## src/rtl/com_cc_tx.sv

```systemverilog
// Serial transmitter for the com link: one byte per 10-cell frame (start=1, 8 data MSB first, stop=0),
// each cell held for CELL clocks, idle line low.
module com_cc_tx #(
  parameter int CELL = 4,
  parameter int LEAD = 2
) (
  input  logic       clk,
  input  logic       fire,
  input  logic [7:0] tx_data,
  input  logic       tx_valid,
  output logic       tx_ready,
  output logic       pin_txd,
  output logic       busy
);

  localparam int CW = (CELL > 1) ? $clog2(CELL) : 1;
  localparam int LW = (LEAD > 1) ? $clog2(LEAD) : 1;
  localparam logic [CW-1:0] CELL_LAST = CW'(CELL - 1);
  localparam logic [LW-1:0] LEAD_LAST = LW'(LEAD - 1);

  localparam logic [2:0] S_LEAD  = 3'd0;
  localparam logic [2:0] S_READY = 3'd1;
  localparam logic [2:0] S_START = 3'd2;
  localparam logic [2:0] S_DATA  = 3'd3;
  localparam logic [2:0] S_STOP  = 3'd4;

  logic [2:0]    state;
  logic [CW-1:0] cell_cnt;
  logic [LW-1:0] lead_cnt;
  logic [2:0]    bit_cnt;
  logic [7:0]    shift;
  logic          cell_end;
  logic          accept;

  assign cell_end = (cell_cnt == CELL_LAST);
  // The final STOP clock doubles as a READY slot so frames can run back to back.
  assign tx_ready = (state == S_READY) || ((state == S_STOP) && cell_end);
  assign accept   = tx_ready && tx_valid;
  assign busy     = (state == S_START) || (state == S_DATA) || (state == S_STOP);

  always_ff @(posedge clk or negedge fire) begin
    if (!fire) begin
      state    <= S_LEAD;
      cell_cnt <= '0;
      lead_cnt <= '0;
      bit_cnt  <= '0;
      shift    <= '0;
      pin_txd  <= 1'b0;
    end else begin
      case (state)
        S_LEAD: begin
          pin_txd <= 1'b0;
          if (cell_end) begin
            cell_cnt <= '0;
            if (lead_cnt == LEAD_LAST) begin
              lead_cnt <= '0;
              state    <= S_READY;
            end else begin
              lead_cnt <= lead_cnt + 1'b1;
            end
          end else begin
            cell_cnt <= cell_cnt + 1'b1;
          end
        end
        S_READY: begin
          pin_txd <= 1'b0;
          if (accept) begin
            shift    <= tx_data;
            cell_cnt <= '0;
            bit_cnt  <= '0;
            state    <= S_START;
            pin_txd  <= 1'b1;
          end
        end
        S_START: begin
          if (cell_end) begin
            cell_cnt <= '0;
            state    <= S_DATA;
            pin_txd  <= shift[7];
          end else begin
            cell_cnt <= cell_cnt + 1'b1;
          end
        end
        S_DATA: begin
          if (cell_end) begin
            cell_cnt <= '0;
            shift    <= {shift[6:0], 1'b0};
            if (bit_cnt == 3'd7) begin
              bit_cnt <= '0;
              state   <= S_STOP;
              pin_txd <= 1'b0;
            end else begin
              bit_cnt <= bit_cnt + 3'd1;
              // next bit is the one about to shift into the MSB
              pin_txd <= shift[6];
            end
          end else begin
            cell_cnt <= cell_cnt + 1'b1;
          end
        end
        S_STOP: begin
          if (cell_end) begin
            cell_cnt <= '0;
            bit_cnt  <= '0;
            if (accept) begin
              shift   <= tx_data;
              state   <= S_START;
              pin_txd <= 1'b1;
            end else begin
              state   <= S_READY;
              pin_txd <= 1'b0;
            end
          end else begin
            cell_cnt <= cell_cnt + 1'b1;
          end
        end
        default: begin
          state    <= S_LEAD;
          cell_cnt <= '0;
          lead_cnt <= '0;
          pin_txd  <= 1'b0;
        end
      endcase
    end
  end

endmodule

```

## config.mk

```make
export PLATFORM = sky130hd
export DESIGN_NAME = com_cc_tx
export DESIGN_NICKNAME = d
export VERILOG_FILES = /design/src/rtl/com_cc_tx.sv
export SDC_FILE = /design/constraint.sdc
export NUM_CORES = 1
export LEC_CHECK = 0
export ABC_AREA = 1
export BUFFER_PORTS_ARGS = -buffer_cell sky130_fd_sc_hd__clkbuf_2
export CORE_AREA = 4 4 61 63
export CTS_CLUSTER_DIAMETER = 120
export DETAILED_ROUTE_END_ITERATION = 10
export DIE_AREA = 0 0 65 67
export GPL_ROUTABILITY_DRIVEN = 0
export GPL_TIMING_DRIVEN = 0
export PLACE_DENSITY = 0.63
export SLEW_MARGIN = 20
export SYNTH_ARGS = -nofsm -noshare
export SYNTH_HDL_FRONTEND = slang
export SYNTH_SLANG_ARGS = --single-unit
```

## constraint.sdc

```tcl
create_clock -name clk -period 1.4 [get_ports clk]
set_input_delay 0.21 -clock clk [delete_from_list [all_inputs] [get_ports clk]]
set_output_delay 0.21 -clock clk [all_outputs]
set_load 0.01 [all_outputs]
```

# After elaboration in Yosys (flattened, before gate mapping)
# Cells that the tools add are included.
[word_totals]
inputBits = 11
elab_cells = 67
regBits = 18
[classes]
addsub = 3
n_eq_ne = 13
bitwise_logic = 1
reduce_logical = 14
n_mux = 30
[ops]
columns = ["operator", "n"]
rows = [
  ["3-bit 2-to-1 mux", 11],
  ["8-bit 2-to-1 mux", 3],
  ["8-bit case mux with 3 select lines", 1],
  ["3-bit case mux with 5 select lines", 1],
  ["2-bit != test (second input constant)", 6],
  ["3-bit case mux with 3 select lines", 1],
  ["4-bit OR reduction", 2],
  ["1-bit 2-to-1 mux", 7],
  ["7-bit AND reduction", 1],
  ["3-bit by 2-bit equality test with 1-bit output (second input constant)", 2],
  ["3-bit equality test (second input constant)", 2],
  ["2-bit 2-to-1 mux", 3],
  ["3-bit AND reduction", 2],
  ["1-bit case mux with 4 select lines", 1],
  ["2-bit case mux with 2 select lines", 1],
  ["4-bit AND reduction", 1],
  ["3-bit by 1-bit adder with 3-bit output (second input constant)", 1],
  ["3-bit by 1-bit equality test with 1-bit output (second input constant)", 1],
  ["3-bit logical NOT", 1],
  ["1-bit logical OR", 3],
  ["3-bit nonzero test", 1],
  ["2-bit by 1-bit adder with 2-bit output (second input constant)", 1],
  ["2-bit equality test (second input constant)", 1],
  ["1-bit logical AND", 2],
  ["5 further kinds", 5],
]

# Depth between registers and ports, before layout
[logic_depth]
word_depth = 7
ltp_mapped = 9
ltp_nobuf = 8

# Worst setup path after synthesis
# No wires, ideal clock.
[synth_path]
path_kind = "flip-flop to flip-flop"
from = "reg state[0]"
to = "reg shift[0]"
setup_time_ps = 117
required_ps = 1283
path_stages_with_launch = 9
path_buffers = 0
synth_period_minus_slack_ps = 1351
arrival_time_ps = 1234
setup_slack_ps = 49
path_cell_list = "dfrtp_1 > nor2_4 > nand3_1 > nand2_1 > nand2_2 > nand2_4 > nand2_4 > nand2_1 > nand2_1"
[synth_via]
elab_chain_cells = 7
word_cells_on_any_way = 13
cone_classes = "5 x eq/ne; 3 x mux; 5 x reduce/logical"
[synth_rtl]
columns = ["element", "line", "source"]
rows = [
  ["from (decl)", "27", "logic [2:0] state;"],
  ["from (signal assigned)", "43", "state <= S_LEAD;"],
  ["from (signal assigned)", "57", "state <= S_READY;"],
  ["from (signal assigned)", "71", "state <= S_START;"],
  ["3-bit equality test", "37", "assign tx_ready = (state == S_READY) || ((state == S_STOP) && cell_end);"],
  ["1-bit logical AND", "37", ""],
  ["1-bit logical OR (*)", "37", ""],
  ["named net tx_ready", "11", "output logic tx_ready,"],
  ["1-bit logical AND (*)", "38", "assign accept = tx_ready && tx_valid;"],
  ["8-bit 2-to-1 mux (*)", "--", ""],
  ["8-bit 2-to-1 mux", "--", ""],
  ["8-bit case mux with 3 select lines (*)", "50", "case (state)"],
  ["to (signal assigned)", "68", "shift <= tx_data;"],
  ["to (signal assigned)", "87", "shift <= {shift[6:0], 1'b0};"],
  ["to (signal assigned)", "106", "shift <= tx_data;"],
  ["to (decl)", "31", "logic [7:0] shift;"],
]
# Mark *: on every way through the listed nets, which the timed path passes. The rest lies on a longest branch. The select of a mux whose other input is x is not followed.
# A chain may end at the register's enable or synchronous reset.

# Worst setup path after layout
[layout_path]
from = "reg state[0]"
to = "out tx_ready"
[layout_via]
elab_chain_cells = 3
word_cells_on_any_way = 4
cone_classes = "2 x eq/ne; 2 x reduce/logical"
[layout_rtl]
columns = ["element", "line"]
rows = [
  ["3-bit equality test", "37"],
  ["1-bit logical AND", "37"],
  ["1-bit logical OR (*)", "37"],
  ["to (decl)", "11"],
]
# Mark *: on every way between the ends. The rest lies on a longest branch, timed or not.

==> impl_results.md <==
* Yosys reg bits at 18
* Synth cell count leaders: nand2_1 (59), nand3_1 (19), dfrtp_1 (18)
* Area post-placement at 1220 um^2
* Yosys Warn Count at 0
* Die Y at 67 um
* Area of the multi-input gates at 703 um^2
* Cells after synthesis at 145
* Clock Pin Slew Worst Setup and Hold Paths at 0.12 ns
* Initial core utilization at 33.9%
* Syn Nets at 159
* CTS root buf: clkbuf_4
* MaxCap Viol Count at 0
* Tcrit/Tclk final at 106%
* Setup crit start kind: flop
* Drt via density at 4.92
* Rel. slew slack at 68.6%
* Critical path data required time at 1.19 ns
* # setup viols final at 10
* CP peak stage delay at 0.46 ns
* Crit path capture type: output pin
* Vias in the first global route at 1074
* Core area at 3230 um^2
* R2R Path End: shift[0]
* P_leak at 0.800 nW
* Port Buffers at 13
* ANT nets after route at 0
* Nets at 199
* Tmin final at 1.48 ns
* DIE WIDTH at 65 um
* Leading area contributor after synthesis: dfrtp_1
* Avg WL per Cell at 12.7 um
* Drt total wl at 2930 um
* Iter 0 DRT Violations at 50
* Setup ws final at -0.0804 ns
* Maximum VDD drop at 1070 uV
* Fillers at 313
* Failing checks: setup timing
* CTS tree: built
* Post-layout instance area at 1580 um^2
* Slew @ Worst Pin at 0.471 ns
* Layout cells sized above 1 at 43.5%
* Synth area leaders: dfrtp_1 (41%), nand2_1 (20%), nand3_1 (8.7%)
* Asr flop ratio synth at 100%
* DR DRC count at 0
* Critical-path top delay cell: dfrtp_2
* PwrDens at 2380 nW/um^2
* RR Startpoint: state[0]
* Syn_area_per_cell at 7.56 um^2
* Fmax at 0.675 GHz
* Largest net degree at the start of global routing at 19
* Gr ovfl total at 0
* Crit path DAT at 1.27 ns
* Insertion delay to the later sink of the worst-skew pair at 0.31 ns
* Status: complete, but fails checks
* Crit-path cells: nor2_4 -> nand3_2 -> nand2_2 -> buf_6
* Area Growth Syn to Fin at 44.2%
* Reg area at 454 um^2
* RSZ-0062 raised after global routing: true
* Final Hold Vio Count at 0
* Post-synthesis cell type count at 22
* Antenna diodes at 0
* Setup CP Type: reg2out
* Clk sinks at 18
* Ys flop type: dfrtp_1
* Reg2reg path depth at 7
* Most numerous cell in the Yosys netlist: nand2_1
* Worst setup path end: tx_ready
* Post-synth EDFFs at 0
* Worst Skew at 0.00605 ns
* Total Routing Usage GR at 14.1%
* Worst Hold Class: in2reg
* Total power at 3.76 mW
* Antenna violations before repair at 0
* Deepest clock path buffer count at 2
* Top cell type's share of synthesized area at 41.1%
* Final HPWL DP at 1800 um
* TritonCTS buffer count at 3
* First-pass GRT wire length at 4770 um
* Row cnt at 21
* Num ports at 14
* Initial DRT Pass Iterations at 4
* Die area at 4360 um^2
* H-tree Lvls at 1
* Critical Path Source: state[0]
* Worst-path fanout max at 4
* Via count at 1131
* Fin. max-slew vios at 0
* Sequential share of the synthesized area at 41.1%
* Worst R2R Setup Slack at -0.06 ns
* Syn Std Cell Area at 1100 um^2
through the flow:
stage | util, % | setup TNS (ns) | instances | hold slack (ns) | worst slack, ns
floorplan | - | 0 | 145 | -0.0856 | 0.0487
global placement | 37.7 | -0.377 | 204 | 0.182 | -0.0510
detailed placement | 37.7 | -0.483 | 204 | 0.196 | -0.0827
CTS | 44.3 | -0.541 | 218 | 0.142 | -0.0961
global route | 48.9 | -1.05 | 230 | 0.138 | -0.120
finish | 48.9 | -0.365 | 230 | 0.149 | -0.0804
repair_timing:
action,CTS,global route
setup endpoints to repair,15,19
gates resized for setup,23,20
hold buffers,1,0
gates cloned,1,1
pin swaps,9,7
endpoints found under the hold margin,18,0
setup buffers,8,12
state kept, by name, summed over array words and instances (netlist names):
register and flops:
lead_cnt 1, pin_txd 1, state 3, shift 8, bit_cnt 3, cell_cnt 2
area by class of cell:
type	instances	area share (%)
multi-input cells	116	44.5
flip-flops and latches	18	28.7
repair buffers	35	17.2
well taps	46	3.64
inverters	10	2.69
clock buffers	4	2.30
plain buffers	1	0.950
per-layer routing:
| metal | routed length, um | vias to the layer above | global-route usage [%] |
|---|---|---|---|
| met3 | 124 | 6 | 3.88 |
| li1 | - | 558 | - |
| met2 | 1470 | 25 | 24.9 |
| met4 | 40 | 0 | 5.01 |
| met5 | 0 | - | 0 |
| met1 | 1290 | 542 | 16.3 |
worst min path at each step:
stage / to / cells past startpoint / startpoint / slack [ns]
after floorplan: bit_cnt[0] / 0 / fire / -0.09
after global placement: lead_cnt / 1 / fire / 0.18
after detailed placement: lead_cnt / 1 / fire / 0.20
after CTS: shift[0] / 3 / tx_data[0] / 0.14
after global routing: shift[0] / 3 / tx_data[0] / 0.14
final: shift[0] / 3 / tx_data[0] / 0.15
power breakdown:
| group | leakage [nW] | total [mW] | internal [mW] | switching [mW] |
|---|---|---|---|---|
| Combinational | 0.552 | 2.48 | 1.11 | 1.37 |
| Sequential | 0.228 | 0.942 | 0.743 | 0.199 |
| Clock | 0.0210 | 0.343 | 0.159 | 0.184 |
logic make-up (layout without fill, tap and decap cells):
family / after synthesis / count (layout) / synth area share (%)
buf+inv: 12 / 50 / 5.14
compound gates: 14 / 14 / 7.19
simple gates: 98 / 99 / 43.2
fa+ha+maj: 3 / 3 / 3.43
flops: 18 / 18 / 41.1
placed cells by master (no fill, tap or decap), types with 2 or more instances in the layout:
master / Yosys / routed
inv_2: 2 / 3
dfrtp_1: 18 / 15
o21ai_1: 6 / 7
clkbuf_2: 0 / 11
nand2_1: 59 / 44
nor2_1: 5 / 3
nand3_1: 19 / 18
nand2_8: 0 / 3
o211ai_1: 2 / 2
o21ai_0: 3 / 2
dfrtp_2: 0 / 3
nand4_1: 3 / 3
nor2_4: 2 / 2
nand3_2: 2 / 3
buf_4: 0 / 18
nor2_2: 0 / 2
nand2_4: 3 / 3
inv_1: 7 / 5
clkbuf_4: 0 / 3
nand2_2: 3 / 16
buf_6: 1 / 3
inv_4: 1 / 2
worst max-delay path, delay by kind of cell, from the launching register on:
kind,cells,cell delay (ns)
DFF,1,0.46
and+or+nand+nor,3,0.40
buffers and inverters,1,0.10
(Power assumes the default switching activity.)
